**config.mk**
```make
export PLATFORM = sky130hd
export DESIGN_NAME = truth_table_sweeper
export DESIGN_NICKNAME = d
export VERILOG_FILES = /design/src/rtl/truth_table_sweeper.sv
export SDC_FILE = /design/constraint.sdc
export NUM_CORES = 1
export LEC_CHECK = 0
export ABC_AREA = 0
export CORE_ASPECT_RATIO = 0.8
export CORE_MARGIN = 10
export CORE_UTILIZATION = 40
export CTS_BUF_LIST = sky130_fd_sc_hd__clkbuf_8
export DETAILED_ROUTE_END_ITERATION = 10
export PLACE_DENSITY = 0.69
export SLEW_MARGIN = 5
export SYNTH_ARGS = -nofsm -noshare
export SYNTH_HDL_FRONTEND = slang
export SYNTH_SLANG_ARGS = --single-unit
export TNS_END_PERCENT = 1
```
**constraint.sdc**
```tcl
create_clock -name clk -period 2.7 [get_ports clk]
set_clock_uncertainty 0.2 [all_clocks]
set_input_delay 0.81 -clock clk [delete_from_list [all_inputs] [get_ports clk]]
set_output_delay 0.81 -clock clk [all_outputs]
set_load 0.03 [all_outputs]
```
**src/rtl/truth_table_sweeper.sv**
```systemverilog
// Sequential stimulus/response engine: sweeps every input vector into a combinational DUT,
// captures its output as a minterm mask and compares it against a latched golden mask.
// Optional macro TT_FIRST_FAIL_EN builds the first-failing-index registers.

module truth_table_sweeper #(
    parameter int unsigned N_IN       = 4,
    parameter int unsigned SETTLE_CYC = 1
) (
    input  logic                 clk,
    input  logic                 rst_n,
    input  logic                 start,
    input  logic [2**N_IN-1:0]   expected,
    input  logic                 dut_s,
    output logic [N_IN-1:0]      vec_out,
    output logic                 busy,
    output logic                 done,
    output logic [2**N_IN-1:0]   captured,
    output logic                 match,
    output logic [N_IN:0]        mismatch_cnt,
    output logic [N_IN-1:0]      first_fail,
    output logic                 fail_valid
);

    localparam int unsigned NVec = 2**N_IN;
    localparam int unsigned CtrW = $clog2(SETTLE_CYC + 1);

    typedef enum logic [1:0] {StIdle, StSettle, StSample, StDone} state_e;

    state_e            state_q, state_d;
    logic [N_IN-1:0]   vec_q, vec_d;
    logic [CtrW-1:0]   ctr_q, ctr_d;
    logic [NVec-1:0]   exp_q, exp_d;
    logic [NVec-1:0]   cap_q, cap_d;
    logic [N_IN:0]     cnt_q, cnt_d;
    logic              busy_q, busy_d;
    logic              done_q, done_d;
    logic              match_q, match_d;
    logic              mism;
`ifdef TT_FIRST_FAIL_EN
    logic [N_IN-1:0]   ff_q, ff_d;
    logic              fv_q, fv_d;
`endif

    assign mism = (dut_s != exp_q[vec_q]);

    always_comb begin
        state_d = state_q;
        vec_d   = vec_q;
        ctr_d   = ctr_q;
        exp_d   = exp_q;
        cap_d   = cap_q;
        cnt_d   = cnt_q;
        busy_d  = busy_q;
        done_d  = 1'b0;
        match_d = match_q;
`ifdef TT_FIRST_FAIL_EN
        ff_d    = ff_q;
        fv_d    = fv_q;
`endif
        unique case (state_q)
            StIdle: begin
                if (start) begin
                    exp_d   = expected;
                    cap_d   = '0;
                    cnt_d   = '0;
                    match_d = 1'b0;
                    vec_d   = '0;
                    busy_d  = 1'b1;
                    ctr_d   = '0;
`ifdef TT_FIRST_FAIL_EN
                    ff_d    = '0;
                    fv_d    = 1'b0;
`endif
                    state_d = StSettle;
                end
            end
            StSettle: begin
                ctr_d = ctr_q + CtrW'(1);
                if (ctr_q == CtrW'(SETTLE_CYC - 1)) begin
                    state_d = StSample;
                end
            end
            StSample: begin
                cap_d[vec_q] = dut_s;
                if (mism) begin
                    cnt_d = cnt_q + (N_IN+1)'(1);
`ifdef TT_FIRST_FAIL_EN
                    // Only the lowest failing index is kept.
                    if (!fv_q) begin
                        ff_d = vec_q;
                        fv_d = 1'b1;
                    end
`endif
                end
                if (vec_q == {N_IN{1'b1}}) begin
                    state_d = StDone;
                end else begin
                    vec_d   = vec_q + N_IN'(1);
                    ctr_d   = '0;
                    state_d = StSettle;
                end
            end
            StDone: begin
                done_d  = 1'b1;
                busy_d  = 1'b0;
                match_d = (cnt_q == '0);
                state_d = StIdle;
            end
            default: state_d = StIdle;
        endcase
    end

    always_ff @(posedge clk) begin
        if (!rst_n) begin
            state_q <= StIdle;
            vec_q   <= '0;
            ctr_q   <= '0;
            exp_q   <= '0;
            cap_q   <= '0;
            cnt_q   <= '0;
            busy_q  <= 1'b0;
            done_q  <= 1'b0;
            match_q <= 1'b0;
        end else begin
            state_q <= state_d;
            vec_q   <= vec_d;
            ctr_q   <= ctr_d;
            exp_q   <= exp_d;
            cap_q   <= cap_d;
            cnt_q   <= cnt_d;
            busy_q  <= busy_d;
            done_q  <= done_d;
            match_q <= match_d;
        end
    end

`ifdef TT_FIRST_FAIL_EN
    always_ff @(posedge clk) begin
        if (!rst_n) begin
            ff_q <= '0;
            fv_q <= 1'b0;
        end else begin
            ff_q <= ff_d;
            fv_q <= fv_d;
        end
    end

    assign first_fail = ff_q;
    assign fail_valid = fv_q;
`else
    assign first_fail = '0;
    assign fail_valid = 1'b0;
`endif

    assign vec_out      = vec_q;
    assign busy         = busy_q;
    assign done         = done_q;
    assign captured     = cap_q;
    assign match        = match_q;
    assign mismatch_cnt = cnt_q;

endmodule

```
==> metrics.log, run 1 <==
[metrics] Hold Crit Start: exp_q[8]
[metrics] Static Leak: around 1.0 nW
[metrics] maximum clock rate: a little under 0.4 GHz
[metrics] number of cells on the critical path: 1
[metrics] total power divided by cell area: 463.0 nW/um2
[metrics] pin count of the biggest net entering global routing: 30
[metrics] via count: around 2000
[metrics] capturing element type of the critical path: output port
[metrics] area of the multi-input gates: ~1300 um2
[metrics] Ports: between 50 and 60
[metrics] Mapped Area: 2357 um2
[metrics] number of cells after detailed placement: around 380
[metrics] post-route DRC violation count: 0
[metrics] overall overflow remaining after global route: 0
[metrics] WL final: between 5 and 6 mm
[metrics] slowest stage cell on the critical path: sky130_fd_sc_hd__clkdlybuf4s50_1
[metrics] largest buffer count on any clock path: 2
[metrics] number of iterations in the first detailed-routing pass: 4
[metrics] count of inserted antenna diode cells: 0
[metrics] max incr delay on CP: between 0.7 and 0.8 ns
[metrics] Sequential Area: approximately 940 um2
[metrics] number of synthesized flops with an enable pin: 0
[metrics] Yosys warnings: 0
[metrics] sequential fraction of the synthesis area: about two fifths
[metrics] cts-stage hold buffer count: 0
[metrics] average instance area after synthesis: between 8 and 9 um2
[metrics] share of synthesized flip-flops with an asynchronous set or reset: 0%
[metrics] series of cell instances along the critical path: clkdlybuf4s50_1
[metrics] RSZ-0062 raised after global routing: false
[metrics] post-CTS setup-driven buffer insertion count: 0
[metrics] Yosys reg bits: 47
[metrics] number of pins exceeding their max-slew limit in the final report: 0
[metrics] nets: about 340
[metrics] layout cell share with drive strength beyond 1: 7.987%
[metrics] level count of the clock H-tree: 2
[metrics] post-cts sizing count: 0
[metrics] core region area: about 5600 um2
[metrics] clock tree from TritonCTS: done
[metrics] die area: roughly 9400 um2
[metrics] post-synthesis cell count: between 200 and 300
[metrics] WP data required: between 1.5 and 2 ns
[metrics] initial antenna violation count: 0
[metrics] count of distinct cell types in the synthesized netlist: 37
[metrics] number of cells on the worst reg-to-reg path: 6
[metrics] count of endpoints failing hold in the final timing report: 0
[metrics] Worst-Skew Late Latency: between 0.2 and 0.3 ns
[metrics] global-route wire length before repair: 9.577 mm
[metrics] final standard cell count with taps included and fillers excluded: ~390
[metrics] die boundary height: 88.66 um
[metrics] setup slack of the worst register-to-register path: roughly 0.32 ns
[metrics] DR vias/cell: between 5 and 6
[metrics] critical register-to-register path startpoint: vec_out[1]
[metrics] count of filler cells inserted in the layout: roughly 520
[metrics] Peak supply drop: 0.2032 mV
[metrics] total of buffers placed on input and output ports: between 40 and 50
[metrics] Routed WL per cell: roughly 15 um
[metrics] critical path launch point type: register
[metrics] via count of the first global-routing pass: roughly 1900
[metrics] placer congestion estimate: 0.7987
[metrics] clock net sink count: 47
[metrics] First DRT Iteration DRCs: 103
[metrics] Sum Neg Setup Slack: 0 ns
[metrics] worst flop-to-flop path endpoint: mismatch_cnt[0]
[metrics] run status: complete, no violations
[metrics] Final period util: 93.63%
[metrics] minimum clock period: ~2.5 ns
[metrics] largest delay contributor family on the critical path: buffers and inverters
[metrics] clock root cell: sky130_fd_sc_hd__clkbuf_8
[metrics] Placement Rows: 24
[metrics] highest fanout seen on the critical path: 6
[metrics] clock slew at the register clock pins of the worst setup and hold paths: about 0.080 ns
[metrics] kind of path behind the tightest hold check: register to register
[metrics] type of the setup path with the least slack: register to output port
[metrics] Core Util, Final: between 50% and 60%
[metrics] # setup viols final: 0
[metrics] buffers and inverters on the worst path: 1
[metrics] growth of design area from synthesis to finish: 27.49%
[metrics] die span in x: roughly 110 um
[metrics] total routing usage reported by global routing: about an eighth
[metrics] residual antenna-violating net count after detailed routing: 0
[metrics] maximum capacitance violations: 0
[metrics] placed wire-length estimate after detailed placement: between 4 and 5 mm
[metrics] Primary FF master, synth: sky130_fd_sc_hd__dfxtp_1
[metrics] hold worst-path end: exp_q[8]
[metrics] Worst Path Arrival: 1.52 ns
[metrics] CTS buffer count: 5
[metrics] effective utilization at floorplan: between 40% and 50%
[metrics] worst hold path depth: 2
[Yosys cell counts (2+ instances only)]
cell | number | area share, %
sky130_fd_sc_hd__nor3b_1 | 3 | 0.96
sky130_fd_sc_hd__nand4_1 | 16 | 4.2
sky130_fd_sc_hd__o21ai_2 | 2 | 0.74
sky130_fd_sc_hd__nor2_1 | 6 | 0.96
sky130_fd_sc_hd__nand3b_1 | 2 | 0.64
sky130_fd_sc_hd__xor2_1 | 2 | 0.74
sky130_fd_sc_hd__o21ai_0 | 3 | 0.64
sky130_fd_sc_hd__buf_4 | 5 | 1.6
sky130_fd_sc_hd__inv_1 | 6 | 0.96
sky130_fd_sc_hd__ha_1 | 6 | 3.2
sky130_fd_sc_hd__mux2i_1 | 10 | 4.2
sky130_fd_sc_hd__a2111o_1 | 2 | 0.96
sky130_fd_sc_hd__nor2b_1 | 6 | 1.6
sky130_fd_sc_hd__clkbuf_1 | 19 | 3.0
sky130_fd_sc_hd__o21a_1 | 2 | 0.64
sky130_fd_sc_hd__dfxtp_1 | 47 | 40
sky130_fd_sc_hd__mux4_2 | 2 | 1.9
sky130_fd_sc_hd__o211ai_1 | 12 | 3.8
sky130_fd_sc_hd__nor3_1 | 2 | 0.42
sky130_fd_sc_hd__a21boi_0 | 34 | 11
sky130_fd_sc_hd__nand3_1 | 10 | 2.1
sky130_fd_sc_hd__a21oi_1 | 8 | 1.7
sky130_fd_sc_hd__and2_1 | 3 | 0.80
sky130_fd_sc_hd__o311ai_0 | 4 | 1.5
sky130_fd_sc_hd__nand2_1 | 43 | 6.8
sky130_fd_sc_hd__nand2b_1 | 4 | 1.1
[worst reg2reg max path, stage by stage (launching register included)]
cell                      delay [ns]
sky130_fd_sc_hd__dfxtp_1        0.48
sky130_fd_sc_hd__buf_4          0.25
sky130_fd_sc_hd__mux2i_1        0.10
sky130_fd_sc_hd__mux4_2         0.51
sky130_fd_sc_hd__mux2i_2        0.39
sky130_fd_sc_hd__and4_2         0.28
sky130_fd_sc_hd__o21a_1         0.12
[where the power goes]
group | leakage (nW) | internal [mW] | switching, mW
sequential | 0.382 | 0.715 | 0.0176
clock | 0.0554 | 0.268 | 0.219
combinational | 0.585 | 0.0773 | 0.0948
total | 1.02 | 1.06 | 0.331
[cell type report]
cell class	count	area share, %
clock buffer	5	2.290
sequential	47	31.31
timing repair buffer	57	18.23
tap	78	3.247
clock inverter	2	1.124
multi-input combinational	196	43.05
inverter	6	0.7494
[cells in the final DEF (no fill, tap or decap), types with 2 or more instances in the layout]
| master | netlist | routed |
|---|---|---|
| sky130_fd_sc_hd__o21a_1 | 2 | 2 |
| sky130_fd_sc_hd__nor3_1 | 2 | 2 |
| sky130_fd_sc_hd__nor2b_1 | 6 | 6 |
| sky130_fd_sc_hd__a2111o_1 | 2 | 2 |
| sky130_fd_sc_hd__nor3b_1 | 3 | 2 |
| sky130_fd_sc_hd__nand2b_1 | 4 | 4 |
| sky130_fd_sc_hd__o311ai_0 | 4 | 4 |
| sky130_fd_sc_hd__clkbuf_8 | 0 | 5 |
| sky130_fd_sc_hd__mux2i_1 | 10 | 10 |
| sky130_fd_sc_hd__o211ai_1 | 12 | 12 |
| sky130_fd_sc_hd__a21oi_1 | 8 | 8 |
| sky130_fd_sc_hd__nand3b_1 | 2 | 2 |
| sky130_fd_sc_hd__conb_1 | 1 | 5 |
| sky130_fd_sc_hd__a21boi_0 | 34 | 34 |
| sky130_fd_sc_hd__o21ai_2 | 2 | 2 |
| sky130_fd_sc_hd__clkdlybuf4s50_1 | 0 | 46 |
| sky130_fd_sc_hd__nand4_1 | 16 | 16 |
| sky130_fd_sc_hd__nand3_1 | 10 | 10 |
| sky130_fd_sc_hd__nand2_1 | 43 | 43 |
| sky130_fd_sc_hd__buf_4 | 5 | 10 |
| sky130_fd_sc_hd__mux4_2 | 2 | 2 |
| sky130_fd_sc_hd__ha_1 | 6 | 6 |
| sky130_fd_sc_hd__o21ai_0 | 3 | 3 |
| sky130_fd_sc_hd__and2_1 | 3 | 3 |
| sky130_fd_sc_hd__inv_1 | 6 | 7 |
| sky130_fd_sc_hd__xor2_1 | 2 | 2 |
| sky130_fd_sc_hd__nor2_1 | 6 | 6 |
| sky130_fd_sc_hd__dfxtp_1 | 47 | 47 |
[worst max path at each step]
stage	endpoint	slack, ns	from
finish	vec_out[1]	0.17	vec_out[1]
floorplan	mismatch_cnt[3]	0.31	vec_out[1]
global placement	mismatch_cnt[4]	0.19	dut_s
detailed placement	mismatch_cnt[3]	0.14	dut_s
CTS	vec_out[0]	0.04	vec_out[0]
global route	vec_out[1]	0.08	vec_out[1]
[routing by layer]
layer | track usage (%) | wire length [um]
met5 | 0 | 0
met4 | 2.209 | 18
met3 | 4.793 | 436
met2 | 17.60 | 2405
met1 | 17.14 | 2926
[registers in the layout, indices dropped and copies added (netlist names)]
register      flops
state_q           2
done              1
mismatch_cnt      5
captured         16
vec_out           4
match             1
ctr_q             1
exp_q            16
busy              1
[per-stage QoR]
step | total power, mW | hold WS, ns | area [um2] | setup WS [ns]
finish | 1.391 | 0.2667 | 3005 | 0.1721
floorplan | 0.8591 | 0.2428 | 2372 | 0.3080
global route | 1.462 | 0.2909 | 3005 | 0.08207
CTS | 1.407 | 0.2702 | 3003 | 0.04414
detailed placement | 0.9221 | 0.2583 | 2900 | 0.1445
global placement | 0.9191 | 0.2507 | 2900 | 0.1928
[logic make-up after synthesis]
family	Yosys count	share of synthesized area, %
AO/OA/AOI/OAI	70	21.71
AND/OR/NAND/NOR	99	20.86
adder cells (fa/ha/maj)	6	3.185
XOR/XNOR	2	0.7432
multiplexers	14	7.378
flip-flops	47	39.91
buffers and inverters	31	6.051
other	1	0.1591
(Power assumes the default switching activity.)
==> run 2: changes to the inputs <==
Settings changed: SKIP_CTS_REPAIR_TIMING from default to 1.
==> results of run 2 <==
Same layout as run 1: the final DEF is identical, and so are final timing and power.
==> run 3: changes to the inputs <==
Settings changed: CORE_ASPECT_RATIO 0.8 to 1.5, CTS_CLUSTER_DIAMETER from default to 30, GPL_ROUTABILITY_DRIVEN from default to 0.
==> metrics.log, run 3 (synthesis results as in run 1) <==
[metrics] Routed WL per cell: between 10 and 15 um
[metrics] # setup viols final: 0
[metrics] PnR Total Power: between 1.5 and 2 mW
[metrics] via count of the first global-routing pass: between 2000 and 2500
[metrics] post-route DRC violation count: 0
[metrics] overall overflow remaining after global route: 0
[metrics] Sequential Area: approximately 940 um2
[metrics] Worst-Skew Late Latency: about 0.30 ns
[metrics] capturing element type of the critical path: output port
[metrics] type of the setup path with the least slack: register to output port
[metrics] pin count of the biggest net entering global routing: 29
[metrics] highest fanout seen on the critical path: 6
[metrics] Worst Path Arrival: 1.53 ns
[metrics] Sum Neg Setup Slack: 0 ns
[metrics] WP data required: 1.69 ns
[metrics] clock slew at the register clock pins of the worst setup and hold paths: ~0.09 ns
[metrics] clock tree from TritonCTS: done
[metrics] number of iterations in the first detailed-routing pass: 4
[metrics] maximum clock rate: around 0.39 GHz
[metrics] slowest stage cell on the critical path: sky130_fd_sc_hd__clkdlybuf4s50_1
[metrics] WL final: approximately 5.6 mm
[metrics] clock root cell: sky130_fd_sc_hd__clkbuf_8
[metrics] Peak supply drop: 0.2941 mV
[metrics] Ports: 53
[metrics] nets: between 300 and 400
[metrics] total power divided by cell area: about 500 nW/um2
[metrics] kind of path behind the tightest hold check: register to register
[metrics] series of cell instances along the critical path: clkdlybuf4s50_1
[metrics] number of pins exceeding their max-slew limit in the final report: 0
[metrics] count of filler cells inserted in the layout: about 600
[metrics] clock net sink count: between 40 and 50
[metrics] largest buffer count on any clock path: 2
[metrics] growth of design area from synthesis to finish: 28.77%
[metrics] die span in x: ~83 um
[metrics] RSZ-0062 raised after global routing: false
[metrics] max incr delay on CP: 0.73 ns
[metrics] die boundary height: 114.0 um
[metrics] level count of the clock H-tree: 2
[metrics] CTS buffer count: 5
[metrics] count of inserted antenna diode cells: 0
[metrics] First DRT Iteration DRCs: between 150 and 200
[metrics] total routing usage reported by global routing: between 10% and 20%
[metrics] initial antenna violation count: 0
[metrics] via count: between 2000 and 2500
[metrics] top library cells by usage in the layout, fill and taps aside: sky130_fd_sc_hd__dfxtp_1, sky130_fd_sc_hd__clkdlybuf4s50_1, sky130_fd_sc_hd__nand2_1
[metrics] final standard cell count with taps included and fillers excluded: ~390
[metrics] placed wire-length estimate after detailed placement: 4.257 mm
[metrics] buffers and inverters on the worst path: 1
[metrics] residual antenna-violating net count after detailed routing: 0
[metrics] minimum clock period: ~2.5 ns
[metrics] DR vias/cell: ~5.3
[metrics] critical path launch point type: register
[metrics] area of the multi-input gates: roughly 1300 um2
[metrics] global-route wire length before repair: about 9.3 mm
[metrics] count of endpoints failing hold in the final timing report: 0
[metrics] most common cell after layout, fill and taps aside: sky130_fd_sc_hd__dfxtp_1
[metrics] core region area: roughly 5800 um2
[metrics] Static Leak: between 1 and 1.5 nW
[metrics] largest delay contributor family on the critical path: buffers and inverters
[metrics] run status: complete, no violations
[metrics] effective utilization at floorplan: 40.74%
[metrics] die area: between 9000 and 10000 um2
[metrics] layout cell share with drive strength beyond 1: about 8.6%
[metrics] number of cells after detailed placement: 379
[metrics] total of buffers placed on input and output ports: 47
[metrics] maximum capacitance violations: 0
[metrics] Placement Rows: 34
[metrics] Final period util: a little over nine tenths
==> run 3: cell types whose count changed in the layout (fill, tap and decap cells not counted) <==
cell	delta
sky130_fd_sc_hd__buf_4	+1
sky130_fd_sc_hd__bufinv_16	+1
==> run 3: area by class of cell <==
type / instances / share of cell area (%)
Tap cell: 72 / 2.968
Inverter: 6 / 0.7420
Multi-Input combinational cell: 196 / 42.62
Timing Repair Buffer: 58 / 18.30
Clock buffer: 5 / 2.267
Sequential cell: 47 / 31.00
Clock inverter: 3 / 2.102
==> run 3: final timing paths <==
path                                  from         endpoint  slack, ns  depth (start not counted)
worst max-delay path            vec_out[1]       vec_out[1]       0.16                          1
worst min-delay path             exp_q[13]        exp_q[13]       0.26                          2
worst max register to register  vec_out[1]  mismatch_cnt[2]       0.33                          6
worst min register to register   exp_q[13]        exp_q[13]       0.26                          2
==> run 3: layer usage <==
layer | vias up | global-route usage (%) | wire length, um
li1 | 1041 | - | -
met1 | 946 | 13.84 | 2390
met2 | 61 | 20.66 | 2814
met3 | 9 | 2.677 | 304
met4 | 0 | 5.039 | 112
met5 | - | 0 | 0
==> run 3: power by group <==
part	total (mW)	internal, mW	switching, mW	leakage (nW)
logic	0.171	0.0788	0.0922	0.590
clock network	0.601	0.366	0.234	0.0695
registers	0.732	0.715	0.0174	0.382
==> run 3: worst reg2reg max path: stages (launching register included) <==
cell and delay, ns:
sky130_fd_sc_hd__dfxtp_1 0.50, sky130_fd_sc_hd__buf_4 0.24, sky130_fd_sc_hd__mux2i_1 0.08, sky130_fd_sc_hd__mux4_2 0.49, sky130_fd_sc_hd__mux2i_2 0.39, sky130_fd_sc_hd__a21boi_0 0.20
sky130_fd_sc_hd__mux2i_1 0.16
==> run 3: metrics by stage <==
stage / instance area (um2) / setup slack, ns / utilization (%) / hold slack [ns]
after CTS: 3033 / 0.04778 / 52.42 / 0.2679
after global routing: 3035 / 0.09779 / 52.47 / 0.2872
after global placement: 2900 / 0.2015 / 50.13 / 0.2514
final: 3035 / 0.1561 / 52.47 / 0.2636
after detailed placement: 2900 / 0.1483 / 50.13 / 0.2559
after floorplan: 2372 / 0.3080 / - / 0.2428
